**src/rtl/gf7_pkg.sv**
```systemverilog
// Shared GF(2^7) definitions for the Itoh-Tsujii inversion datapath:
// field constants, operand-select encodings, state encoding and the
// squaring / multiplication helpers (field polynomial x^7 + x + 1).
package gf7_pkg;

  localparam int          M         = 7;
  localparam logic [M-1:0] POLY     = 7'b0000011;
  localparam logic [2:0]  NUM_STEPS = 3'd5;
  localparam logic [2:0]  STEP_SAT  = 3'd7;

  typedef logic [M-1:0] gf7_t;

  // Operand A sources.
  typedef enum logic [1:0] {
    MUX1_A_IN = 2'b00,
    MUX1_BANK = 2'b01,
    MUX1_ACC  = 2'b10,
    MUX1_ZERO = 2'b11
  } mux1_sel_e;

  // Operand B sources.
  typedef enum logic [1:0] {
    MUX2_A_IN    = 2'b00,
    MUX2_CASCADE = 2'b01,
    MUX2_ACC     = 2'b10,
    MUX2_BANK    = 2'b11
  } mux2_sel_e;

  typedef enum logic [1:0] {
    ST_IDLE = 2'd0,
    ST_RUN  = 2'd1,
    ST_DONE = 2'd2
  } state_e;

  // Fold a 13-bit carry-less product back into 7 bits. Top bits are
  // cleared from the highest down, so bits re-introduced by x^7 = x + 1
  // land below the current position and get folded later if needed.
  function automatic gf7_t gf7_reduce(input logic [2*M-2:0] p);
    logic [2*M-2:0] r;
    r = p;
    for (int i = 2*M-2; i >= M; i--) begin
      if (r[i]) begin
        r[i] = 1'b0;
        r    = r ^ ({{(M-1){1'b0}}, POLY} << (i-M));
      end
    end
    return r[M-1:0];
  endfunction

  // Squaring is linear over GF(2): spread bits to even positions, then
  // reduce. Synthesises to a fixed XOR map.
  function automatic gf7_t gf7_sq(input gf7_t a);
    logic [2*M-2:0] s;
    s = '0;
    for (int i = 0; i < M; i++) s[2*i] = a[i];
    return gf7_reduce(s);
  endfunction

  // Full field multiply: carry-less product followed by reduction.
  function automatic gf7_t gf7_mul(input gf7_t a, input gf7_t b);
    logic [2*M-2:0] p;
    p = '0;
    for (int i = 0; i < M; i++) begin
      if (b[i]) p = p ^ ({{(M-1){1'b0}}, a} << i);
    end
    return gf7_reduce(p);
  endfunction

endpackage

```
**src/rtl/gf7_mult.sv**
```systemverilog
// Combinational GF(2^M) multiplier: full MxM carry-less product followed
// by reduction with the low bits of the field polynomial.
module gf7_mult #(
  parameter int           M    = 7,
  parameter logic [M-1:0] POLY = 7'b0000011
) (
  input  logic [M-1:0] i_a,
  input  logic [M-1:0] i_b,
  output logic [M-1:0] o_p
);

  logic [2*M-2:0] w_clmul;
  logic [2*M-2:0] w_red;

  // Carry-less partial-product accumulation.
  always_comb begin
    // NOTE: every combinational output gets a default first so no path can leave it unassigned (no latch).
    w_clmul = '0;
    for (int i = 0; i < M; i++) begin
      if (i_b[i]) w_clmul = w_clmul ^ ({{(M-1){1'b0}}, i_a} << i);
    end
  end

  // Reduction: fold bits 2M-2..M down using x^M = POLY.
  always_comb begin
    w_red = w_clmul;
    for (int i = 2*M-2; i >= M; i--) begin
      if (w_red[i]) begin
        w_red[i] = 1'b0;
        w_red    = w_red ^ ({{(M-1){1'b0}}, POLY} << (i-M));
      end
    end
  end

  assign o_p = w_red[M-1:0];

endmodule

```
**src/rtl/itoh_tsujii_datapath.sv**
```systemverilog
// Itoh-Tsujii inversion datapath for GF(2^7), driven step by step by the
// addition-chain sequencer. Holds the accumulator, the 4-entry beta bank
// and the squaring cascade; latches a validated inverse when the enable
// window closes after exactly NUM_STEPS steps, otherwise flags seq_err.
module itoh_tsujii_datapath #(
  parameter int           M    = 7,
  parameter logic [M-1:0] POLY = 7'b0000011
) (
  input  logic         CLK,
  input  logic         RST_N,
  input  logic [M-1:0] a_in,
  input  logic [1:0]   n_cascade,
  input  logic [1:0]   sel_read,
  input  logic [1:0]   sel_write,
  input  logic [1:0]   sel_mux1,
  input  logic [1:0]   sel_mux2,
  input  logic         en,
  output logic [M-1:0] inv_out,
  output logic         inv_valid,
  output logic         zero_flag,
  output logic         seq_err
);

  import gf7_pkg::*;

  state_e       r_state;
  logic [2:0]   r_step_cnt;
  logic [M-1:0] r_acc;
  logic [M-1:0] r_bank [0:3];
  logic [M-1:0] r_inv_out;
  logic         r_inv_valid;
  logic         r_zero_flag;
  logic         r_seq_err;

  logic [M-1:0] w_sq1;
  logic [M-1:0] w_sq2;
  logic [M-1:0] w_sq3;
  logic [M-1:0] w_casc;
  logic [M-1:0] w_bank_rd;
  logic [M-1:0] w_op_a;
  logic [M-1:0] w_op_b;
  logic [M-1:0] w_prod;
  logic         w_step;

  // Squaring cascade: acc, acc^2, acc^4, acc^8.
  assign w_sq1 = gf7_sq(r_acc);
  assign w_sq2 = gf7_sq(w_sq1);
  assign w_sq3 = gf7_sq(w_sq2);

  // Cascade tap select by the number of squarings requested.
  always_comb begin
    w_casc = r_acc;
    case (n_cascade)
      2'd1:    w_casc = w_sq1;
      2'd2:    w_casc = w_sq2;
      2'd3:    w_casc = w_sq3;
      default: w_casc = r_acc;
    endcase
  end

  // Bank read sees pre-edge contents, so a same-cycle write returns old data.
  assign w_bank_rd = r_bank[sel_read];

  // Operand A / operand B selection.
  always_comb begin
    w_op_a = '0;
    w_op_b = '0;
    case (sel_mux1)
      MUX1_A_IN: w_op_a = a_in;
      MUX1_BANK: w_op_a = w_bank_rd;
      MUX1_ACC:  w_op_a = r_acc;
      default:   w_op_a = '0;
    endcase
    case (sel_mux2)
      MUX2_A_IN:    w_op_b = a_in;
      MUX2_CASCADE: w_op_b = w_casc;
      MUX2_ACC:     w_op_b = r_acc;
      default:      w_op_b = w_bank_rd;
    endcase
  end

  gf7_mult #(
    .M    (M),
    .POLY (POLY)
  ) u_mult (
    .i_a (w_op_a),
    .i_b (w_op_b),
    .o_p (w_prod)
  );

  // A chain step happens on any enabled edge before the terminal state.
  assign w_step = en && (r_state != ST_DONE);

  // Control FSM, accumulator, beta bank and held result registers.
  always_ff @(posedge CLK or negedge RST_N) begin
    if (!RST_N) begin
      r_state     <= ST_IDLE;
      r_step_cnt  <= '0;
      r_acc       <= '0;
      // NOTE: the bank is reset explicitly because entry 0 must read as the constant 1 from the first step.
      r_bank[0]   <= 7'h01;
      for (int i = 1; i < 4; i++) r_bank[i] <= '0;
      r_inv_out   <= '0;
      r_inv_valid <= 1'b0;
      r_zero_flag <= 1'b0;
      r_seq_err   <= 1'b0;
    end else begin
      // NOTE: non-blocking updates so the bank captures the pre-edge acc while acc takes the new product.
      if (w_step) begin
        r_acc <= w_prod;
        if (r_step_cnt != STEP_SAT) r_step_cnt <= r_step_cnt + 3'd1;
        if (sel_write != 2'd0) r_bank[sel_write] <= r_acc;
      end
      case (r_state)
        ST_IDLE: begin
          if (en) r_state <= ST_RUN;
        end
        ST_RUN: begin
          if (!en) begin
            r_state <= ST_DONE;
            if (r_step_cnt == NUM_STEPS) begin
              r_inv_out   <= r_acc;
              r_inv_valid <= 1'b1;
              r_zero_flag <= (r_acc == '0);
            end else begin
              r_seq_err   <= 1'b1;
            end
          end
        end
        ST_DONE: begin
          r_state <= ST_DONE;
        end
        default: begin
          r_state <= ST_IDLE;
        end
      endcase
    end
  end

  assign inv_out   = r_inv_out;
  assign inv_valid = r_inv_valid;
  assign zero_flag = r_zero_flag;
  assign seq_err   = r_seq_err;

endmodule
```
**config.mk**
```make
export PLATFORM = sky130hd
export DESIGN_NAME = itoh_tsujii_datapath
export DESIGN_NICKNAME = d
export VERILOG_FILES = /design/src/rtl/gf7_pkg.sv /design/src/rtl/gf7_mult.sv /design/src/rtl/itoh_tsujii_datapath.sv
export SDC_FILE = /design/constraint.sdc
export NUM_CORES = 1
export LEC_CHECK = 0
export ABC_AREA = 1
export BUFFER_PORTS_ARGS = -buffer_cell sky130_fd_sc_hd__buf_2
export CORE_MARGIN = 1.5
export CORE_UTILIZATION = 55
export CTS_CLUSTER_SIZE = 24
export DETAILED_ROUTE_END_ITERATION = 8
export PLACE_DENSITY = 0.85
export SETUP_SLACK_MARGIN = 0.5
export SYNTH_ARGS = -nofsm -noshare
export SYNTH_HDL_FRONTEND = slang
export SYNTH_SLANG_ARGS = --single-unit
export TNS_END_PERCENT = 1
```
**constraint.sdc**
```tcl
create_clock -name CLK -period 2.53 [get_ports CLK]
set_clock_uncertainty 0.15 [all_clocks]
set_input_delay 0.1265 -clock CLK [delete_from_list [all_inputs] [get_ports CLK]]
set_output_delay 0.1265 -clock CLK [all_outputs]
set_load 0.05 [all_outputs]
```
-- Yosys cells after proc, flatten, opt, wreduce, memory -nomap -nowiden
Cells that the tools add are included.
- magnitude comparators: 3
- bitwise logic cells: 34
- reductions and logical operators: 12
- add/sub/neg operators: 1
- eq/ne operators: 14
- multiplexer cells: 43
- operators with widths (cell ; count):
    $mux 13 ; 6
    $pmux 7 s3 ; 3
    $mux 7 ; 8
    $not 2->2 ; 24
    $bwmux 28 ; 1
    $mux 6 ; 4
    $mux 5 ; 4
    $mux 4 ; 4
    $bmux 7 s2 ; 1
    $demux 7 s2 ; 1
    $xor 13x10->13 ; 1
    $xor 13x11->13 ; 1
    $xor 13x12->13 ; 1
    $xor 13x13->13 ; 1
    $xor 13x8->13 ; 1
    $xor 13x9->13 ; 1
    $mux 2 ; 6
    $mux 3 ; 4
    $eq 2x2->1 const B ; 5
    $eq 2x1->1 const B ; 4
    $logic_not 7->1 ; 1
    $ge 3x3->1 const B ; 2
    $logic_not 2->1 ; 3
    $ne 2x2->1 const B ; 3
    other kinds (11) ; 17
- register bits: 50
- logic and storage cells: 118

-- Depth between registers and ports, before layout
Gate-level depths: netlist of the first run.
- depth after elaboration: 61
- mapped depth: 23
- mapped depth without buffers: 23

-- Cells and area by module
Synthesis of the first run repeated with hierarchy kept, for this count alone.
- cells, all modules: 510
- area, all modules: 3555.9 um^2
- modules (own cells, without submodules) (module ; instances ; seq. area each (um^2) ; area an instance (um^2) ; cells an instance):
    itoh_tsujii_datapath ; 1 ; 1252.5 ; 2695.1 ; 350
    gf7_mult ; 1 ; 0.0 ; 860.8 ; 160

-- Worst setup path before layout of the first run
Ideal clock, no wire load.
- path type: reg2reg
- start: register r_acc[4]
- end: register r_acc[2]
- period minus slack after synthesis: 2.131 ns
- stages on the path, launching flop included: 18
- required time: 2.263 ns
- setup time: 0.117 ns
- data arrival time: 1.864 ns
- setup slack: 0.399 ns
- cells stage by stage: dfrtp_1 -> clkbuf_2 -> inv_2 -> nand2_1 -> nand3_2 -> nand3_1 -> nand2_1 -> nand2_1 -> nand2_1 -> nand2_2 -> nor2_1 -> xor2_1 -> xor2_1 -> nand3_1 -> nand2_1 -> nand2_1 -> nand3_1 -> nand2_1
- longest elaborated chain between the ends: 29
- elaborated cells between the ends (all ways): 41
- ends and longest elaborated chain (item ; RTL line ; source):
    start: declaration ; itoh_tsujii_datapath.sv:28 ; logic [M-1:0] r_acc;
    start signal: assignment ; itoh_tsujii_datapath.sv:110 ; r_acc <= w_prod;
    $mux 3 ; gf7_pkg.sv:42 ; if (r[i]) begin
    $mux 7 or $not 2->2 (tied branches) ; - ;
    $not 2->2 (no source line) or $mux 2 (tied branches) ; - ;
    $mux 6 or $mux 7 (tied branches) ; gf7_pkg.sv:42 ;
    $not 2->2 (no source line) or $mux 6 (tied branches) ; - ;
    $mux 5 ; gf7_pkg.sv:42 ;
    $mux 3 or $not 2->2 (tied branches) ; - ;
    $not 2->2 (no source line) or $mux 4 (tied branches) ; - ;
    [13 not listed] ; - ;
    $mux 13 * ; gf7_mult.sv:20 ; if (i_b[i]) w_clmul = w_clmul ^ ({{(M-1){1'b0}}, i_a} << i);
    $mux 7 ; gf7_mult.sv:28 ; if (w_red[i]) begin
    $mux 6 ; gf7_mult.sv:28 ;
    $mux 5 ; gf7_mult.sv:28 ;
    $not 2->2 (no source line) ; - ;
    $mux 4 ; gf7_mult.sv:28 ;
    $not 2->2 (no source line) ; - ;
    $mux 3 * ; gf7_mult.sv:28 ;
Mark *: on every way between the ends. The rest lies on a longest branch, timed or not.
A chain may end at the register's enable or synchronous reset.

-- Worst setup path in the final report of the first run
- start: register r_acc[6]
- end: register r_acc[6]
- longest elaborated chain between the ends: 22
- elaborated cells between the ends (all ways): 37
- ends and longest elaborated chain (item ; RTL line ; source):
    $mux 7 ; gf7_pkg.sv:42 ;
    $not 2->2 (no source line) ; - ;
    $mux 6 ; gf7_pkg.sv:42 ;
    $mux 5 ; gf7_pkg.sv:42 ;
    $mux 3 ; gf7_pkg.sv:42 ;
    $not 2->2 (no source line) ; - ;
    $mux 2 ; gf7_pkg.sv:42 ;
    $pmux 7 s3 ; itoh_tsujii_datapath.sv:53 ; case (n_cascade)
    [6 not listed] ; - ;
    $xor 13x11->13 ; gf7_mult.sv:20 ;
    $mux 13 ; gf7_mult.sv:20 ;
    $xor 13x12->13 ; gf7_mult.sv:20 ;
    $mux 13 ; gf7_mult.sv:20 ;
    $xor 13x13->13 ; gf7_mult.sv:20 ;
    $mux 13 * ; gf7_mult.sv:20 ;
    $not 2->2 (no source line) ; - ;
    $mux 7 * ; gf7_mult.sv:28 ;
Marked as above.

==> out/metrics.cfg, run 1 <==
[clock_network]
h-tree-depth=2
path_clk_slew_ns=0.10
cts.sinks=50
clockRootBuffer=clkbuf_8
clock_path_buffers=2
clk_latency_ns=0.32
cts_tree=yes
cts_inserted_buffers=5

[yosys]
synth_edf_count=0
netlist_instances=588
synth_xor_area_frac=0.0555
synth_top_area_frac=0.324
synth_seq_cells=50
synth_async_sr_flop_share=1.00
synth_ff_type=dfrtp_1
synth_simple_gate_area_frac=0.385
synth.area.top_cells=dfrtp_1, nand2_1, nand3_1
synth-compound-area-share=0.103
synth_top_family_by_area=simple AND/OR/NAND/NOR gates
seq_area_frac_synth=0.331
avgSynthCellArea_sq_um=6.44
synthMuxAreaShare=0.00297
synth_top_cell_by_area=dfrtp_1
ys_types=36
synth-adder-area-share=0.0231
synth_area_sq_um=3790
synth_nets=615
ys_warn_count=0

[worst_setup_path]
worstSetupPathType=flop to flop
start_kind=flop
reg2reg_from=r_acc[6]
critPathMaxFanout=7
ff2ff_setup_slack_ns=-0.06
crit_path_start=r_acc[6]
cpPeakStageDelay_ns=0.50
endpoint=r_acc[6]
worstPathArrival_ns=2.68
rr_worst_depth=17
end_kind=flop
slowest_stage=dfrtp_2
path_cells=clkinv_4 -> nand2_8 -> nand2_8 -> nand2_4 -> nand3_2 -> nand2_1 -> nand2_1 -> nand2_2 -> nand2_4 -> inv_4 -> nand2_2 -> xor2_1 -> xor2_1 -> inv_1 -> nand2_1 -> nand3_2 -> o21ai_2
required_ns=2.63
worstReg2RegEnd=r_acc[6]
cp_common_cell=nand2_1

[grt]
grt_remaining_overflow=0
grt_pass1_wl_mm=18.8
antenna_found_initial=0
grt_max_degree=36
grt_util_all_layers=0.323
grt_pass1_vias=4014

[pwr]
irDropWorstVdd_mv=0.889
p_total_w=0.00562
power_density_nw_per_um2=1150
p_leak_nw=2.47

[outcome]
status=finished, violations left
violations=negative setup slack

[sta]
timing.slew.headroom=0.474
finalCriticalPeriod_ns=2.59
setup_viol=2
worst_slew_pin_slew_ns=0.789
rsz0062_at_grt=yes
hold_slack_ns=0.0578
drv_slew=0
fin_crit_sh=1.02
max_freq_mhz=387
worst_slack_ns=-0.0556
finalHoldViolCount=0

[placement]
routabilityCongestion=1.08
port_buffers=29
dp_cells=692
hpwl_mm=7.88

[detailed_routing]
wl_mm=12.6
drt_iter0_drc=400
first_pass_iters=6
drcViolationCount=0
wl_per_cell_um=17.3
detail-route-antenna-nets=0
viasPerCell=5.92
num_vias=4313

[die]
die_area_sq_um=7390
pin_count=30
rows=30
start_util=0.564
core_area_sq_um=6720
fp.dieH_um=86.0
die_w_um=86.0

[cells_and_area]
layout_common_cells=nand2_1, inv_1, nand3_1, dfrtp_1, o21ai_0
area_delta_synth_final_pct=28.9
multi_input_area_sq_um=2600
fill_cells=463
seqCellArea_sq_um=1260
diodes=0
layout_commonest_cell=nand2_1
final_cell_count_no_fill=728
drive_gt1_frac=0.326
nets=674

[min_path]
min_path_type=input pin to flop
holdCritStartpoint=en

[flow_run]
cap_violations=0

## Yosys cell counts, types with 3 or more instances
library cell,n
inv_1,66
xor2_1,14
inv_2,11
nand2_2,13
ha_1,7
o21ai_1,4
dfrtp_1,49
a21oi_1,13
nor2_2,3
nor2_1,35
nand3b_1,5
o22ai_1,4
xnor2_1,10
nand3_1,60
buf_2,4
nand4_1,4
clkbuf_1,11
o21ai_0,44
nand2_1,209
## layer usage
metal	track usage	up-vias	routed length, um
met5	0	-	0
met4	0.180	0	601
met3	0.0539	60	1200
met2	0.533	291	6060
met1	0.403	1996	4720
li1	-	1966	-
## flip-flops by register name, summed over array words and instances, names as in the netlist
signal,count
r_bank,28
inv_out,7
r_acc,7
r_step_cnt,3
r_state,2
inv_valid,1
seq_err,1
zero_flag,1
## stage by stage
| stage | setup TNS, ns | utilization | setup slack (ns) | instance area [sq um] |
|---|---|---|---|---|
| CTS | 0 | 0.676 | 0.214 | 4540 |
| global placement | 0 | 0.611 | 0.0448 | 4100 |
| detailed placement | 0 | 0.611 | 0.0165 | 4100 |
| floorplan | 0 | - | 0.459 | 3850 |
| finish | -0.0636 | 0.727 | -0.0556 | 4880 |
| global route | -0.771 | 0.727 | -0.140 | 4880 |
## kinds of logic after synthesis
family / count (synthesis)
adder cells (fa/ha/maj): 7
AND/OR/NAND/NOR: 338
buffers and inverters: 96
AO/OA/AOI/OAI: 72
flip-flops: 50
XOR/XNOR: 24
multiplexers: 1
## worst min-delay path by stage
stage | to | slack [ns] | cells after the start
5_1_grt | seq_err | 0.10 | 3
6_report | seq_err | 0.06 | 3
2_1_floorplan | inv_out[0] | -0.32 | 0
3_3_place_gp | r_bank[2] | 0.09 | 1
3_5_place_dp | r_bank[2] | 0.09 | 1
4_1_cts | seq_err | 0.05 | 3
## layout make-up
class                   instances  area share
clock inverters                 2     0.00794
well taps                      80      0.0205
inverters                      78      0.0656
repair buffers                 70      0.0981
multi-input cells             442       0.533
clock buffers                   6      0.0169
flip-flops and latches         50       0.258
## worst max-delay path: cells and delay by family, from the launching register on
family                    cells  cell delay (ns)
and+or+nand+nor              11             0.87
xor gates and xnor gates      2             0.56
DFF                           1             0.50
buffers and inverters         3             0.35
AOI/OAI and AO/OA             1             0.07
## power breakdown
part / switching, W / leakage, nW / total (W) / internal [W]
clock: 0.000285 / 0.0618 / 0.000611 / 0.000326
sequential: 0.000326 / 0.618 / 0.00146 / 0.00114
combinational: 0.00227 / 1.79 / 0.00355 / 0.00128
## timing repair
| item | 4_1_cts | 5_1_grt |
|---|---|---|
| gates resized for setup | 48 | 72 |
| pin swaps | 26 | 42 |
| endpoints found under the hold margin | 33 | 0 |
| hold buffers | 1 | 0 |
| setup endpoints to repair | 7 | 22 |
| setup buffers | 20 | 7 |
No activity file was read; power rests on OpenSTA's default activity.
==> run 2: changes to the inputs <==
--- a/config.mk
+++ b/config.mk
@@ -7,6 +7,7 @@
 export LEC_CHECK = 0
 export ABC_AREA = 1
 export BUFFER_PORTS_ARGS = -buffer_cell sky130_fd_sc_hd__buf_2
+export CORE_ASPECT_RATIO = 1.1
 export CORE_MARGIN = 1.5
 export CORE_UTILIZATION = 55
 export CTS_CLUSTER_SIZE = 24
==> constraint.sdc (replaced) <==
create_clock -name CLK -period 3 [get_ports CLK]
set_clock_uncertainty 0.15 [all_clocks]
set_input_delay 0.15 -clock CLK [delete_from_list [all_inputs] [get_ports CLK]]
set_output_delay 0.15 -clock CLK [all_outputs]
set_load 0.05 [all_outputs]
==> out/metrics.cfg, run 2 (synthesis results as in run 1) <==
[grt]
grt_remaining_overflow=0  ; unchanged
antenna_found_initial=0  ; unchanged
grt_util_all_layers=0.292  ; -0.0314
grt_max_degree=51  ; +42%
grt_pass1_wl_mm=16.8  ; -11%
grt_pass1_vias=3506  ; -13%

[cells_and_area]
layout_commonest_cell=nand2_1
finalInstanceArea_sq_um=4600  ; -5.8%
nets=660  ; -2.1%
fill_cells=515  ; +11%
diodes=0  ; unchanged
layout_common_cells=nand2_1, inv_1, nand3_1, dfrtp_1, o21ai_0
area_delta_synth_final_pct=21.4
drive_gt1_frac=0.252  ; -0.0733
regMostFlops=r_bank
largest_reg_flops=28  ; unchanged

[clock_network]
cts_inserted_buffers=5  ; unchanged
cts.sinks=50  ; unchanged
h-tree-depth=2  ; unchanged
clk_latency_ns=0.32  ; about the same
path_clk_slew_ns=0.10  ; about the same
cts_tree=yes
clockRootBuffer=clkbuf_8
clock_path_buffers=2  ; unchanged

[placement]
routabilityCongestion=0.986  ; -8.9%
hpwl_mm=7.33  ; -7.0%
place_area_sq_um=3960  ; -3.6%
port_buffers=29  ; unchanged

[sta]
fin_crit_sh=0.873  ; -0.149
timing.slew.headroom=0.271  ; -0.203
rsz0062_at_grt=yes
finalCriticalPeriod_ns=2.62  ; +0.0340 ns
worst_slew_pin_slew_ns=1.09  ; +0.305 ns
setup_viol=0  ; -2
tns_ns=0  ; +0.0636 ns
drv_slew=0  ; unchanged
finalHoldViolCount=0  ; unchanged
max_freq_mhz=382  ; -1.3%

[detailed_routing]
viasPerCell=5.79  ; -2.2%
detail-route-antenna-nets=0  ; unchanged
wl_per_cell_um=15.7  ; -9.1%
drcViolationCount=0  ; unchanged
first_pass_iters=8  ; +2
drt_iter0_drc=482  ; +21%
wl_mm=11.2  ; -11%
num_vias=4149  ; -3.8%

[worst_setup_path]
reg2reg_from=r_acc[4]
worstSetupPathType=flop to flop
cpPeakStageDelay_ns=0.47  ; -0.03 ns
ff2ff_setup_slack_ns=0.38  ; +0.44 ns
path_cells=clkinv_4 -> o21ai_0 -> inv_1 -> o21ai_4 -> inv_1 -> o21ai_2 -> nand4_1 -> nand2_1 -> nand2_2 -> nand2_4 -> nand2_2 -> nand2_1 -> nand2_1 -> nand3_2 -> nand2_1
worstReg2RegEnd=r_acc[2]
slowest_stage=dfrtp_2
rr_worst_depth=15  ; -2
end_kind=flop
worstPathArrival_ns=2.68  ; about the same
critPathMaxFanout=7  ; unchanged
cp_common_cell=nand2_1
required_ns=3.06  ; +0.43 ns
start_kind=flop

[die]
rows=31  ; +3.3%
start_util=0.571  ; +0.00734
fp.dieH_um=90.0  ; +4.7%
core_area_sq_um=6630  ; -1.3%
pin_count=30  ; unchanged
die_area_sq_um=7390  ; about the same
die_w_um=82.1  ; -4.5%

[pwr]
irDropWorstVdd_mv=0.810  ; -8.9%
power_density_nw_per_um2=948  ; -18%
p_leak_nw=2.36  ; -4.5%

[min_path]
min_path_type=input pin to flop
worstHoldEndpoint=seq_err
min_path_cells=3  ; unchanged
holdCritStartpoint=en

[flow_run]
cap_violations=0  ; unchanged

[outcome]
status=finished clean

[run 2: cell types whose count changed in the layout (fill, tap and decap cells not counted), moves of 4 or more]
| cell | previous run | this run |
|---|---|---|
| nand2_4 | 15 | 11 |
| buf_4 | 36 | 24 |
| nand3_1 | 43 | 52 |
| nand2_1 | 171 | 185 |
| inv_2 | 13 | 7 |
| nand2_2 | 36 | 28 |
| nor2_1 | 20 | 28 |
| nand3_2 | 16 | 9 |
| nor2_4 | 9 | 4 |
| inv_1 | 56 | 61 |
[run 2: layer usage]
metal / track usage / vias up / share of wire
met1: 0.425 / 1873 / 0.40
li1: - / 1940 / -
met2: 0.439 / 283 / 0.45
met5: 0 / - / 0
met3: 0.0528 / 53 / 0.11
met4: 0.0847 / 0 / 0.042
[run 2: worst max-delay path by stage]
stage | start | end | slack [ns] | cells after the start
6_report | r_acc[4] | r_acc[2] | 0.38 | 15
3_3_place_gp | r_acc[1] | r_acc[3] | 0.37 | 20
4_1_cts | r_acc[1] | r_acc[2] | 0.50 | 18
5_1_grt | r_acc[5] | r_acc[2] | 0.24 | 19
2_1_floorplan | r_acc[4] | r_acc[2] | 0.87 | 17
3_5_place_dp | r_acc[1] | r_acc[3] | 0.33 | 20
[run 2: critical path: cells and delay by family (launching register included)]
family	cells	cell delay, ns
and+or+nand+nor	9	0.89
AOI/OAI and AO/OA	3	0.58
DFF	1	0.47
buffers and inverters	3	0.42
[run 2: per-stage QoR]
| stage | hold slack (ns) | setup slack [ns] | cells | utilization | total power [W] |
|---|---|---|---|---|---|
| floorplan | -0.296 | 0.869 | 588 | - | 0.00270 |
| detailed placement | 0.209 | 0.333 | 682 | 0.597 | 0.00320 |
| global placement | 0.209 | 0.370 | 682 | 0.597 | 0.00313 |
| CTS | 0.0593 | 0.500 | 694 | 0.623 | 0.00379 |
| global route | 0.0851 | 0.239 | 716 | 0.693 | 0.00466 |
| finish | 0.0626 | 0.380 | 716 | 0.693 | 0.00436 |
[run 2: where the power goes]
part	internal [W]	total (W)	switching, W
sequential	0.000957	0.00120	0.000241
combinational	0.000934	0.00265	0.00171
clock	0.000275	0.000517	0.000242
[run 2: repair_timing]
action,in CTS,in global routing
endpoints found under the hold margin,49,0
setup endpoints to repair,7,7
hold buffers,1,0
setup buffers,3,22
gates resized for setup,11,83
pin swaps,0,26
[run 2: layout make-up]
type	count	area (sq um)	area share
clock inverters	2	38.8	0.00844
inverters	78	328	0.0713
well taps	82	103	0.0223
repair buffers	56	367	0.0797
clock buffers	6	82.6	0.0180
flip-flops and latches	50	1260	0.274
multi-input cells	442	2420	0.526
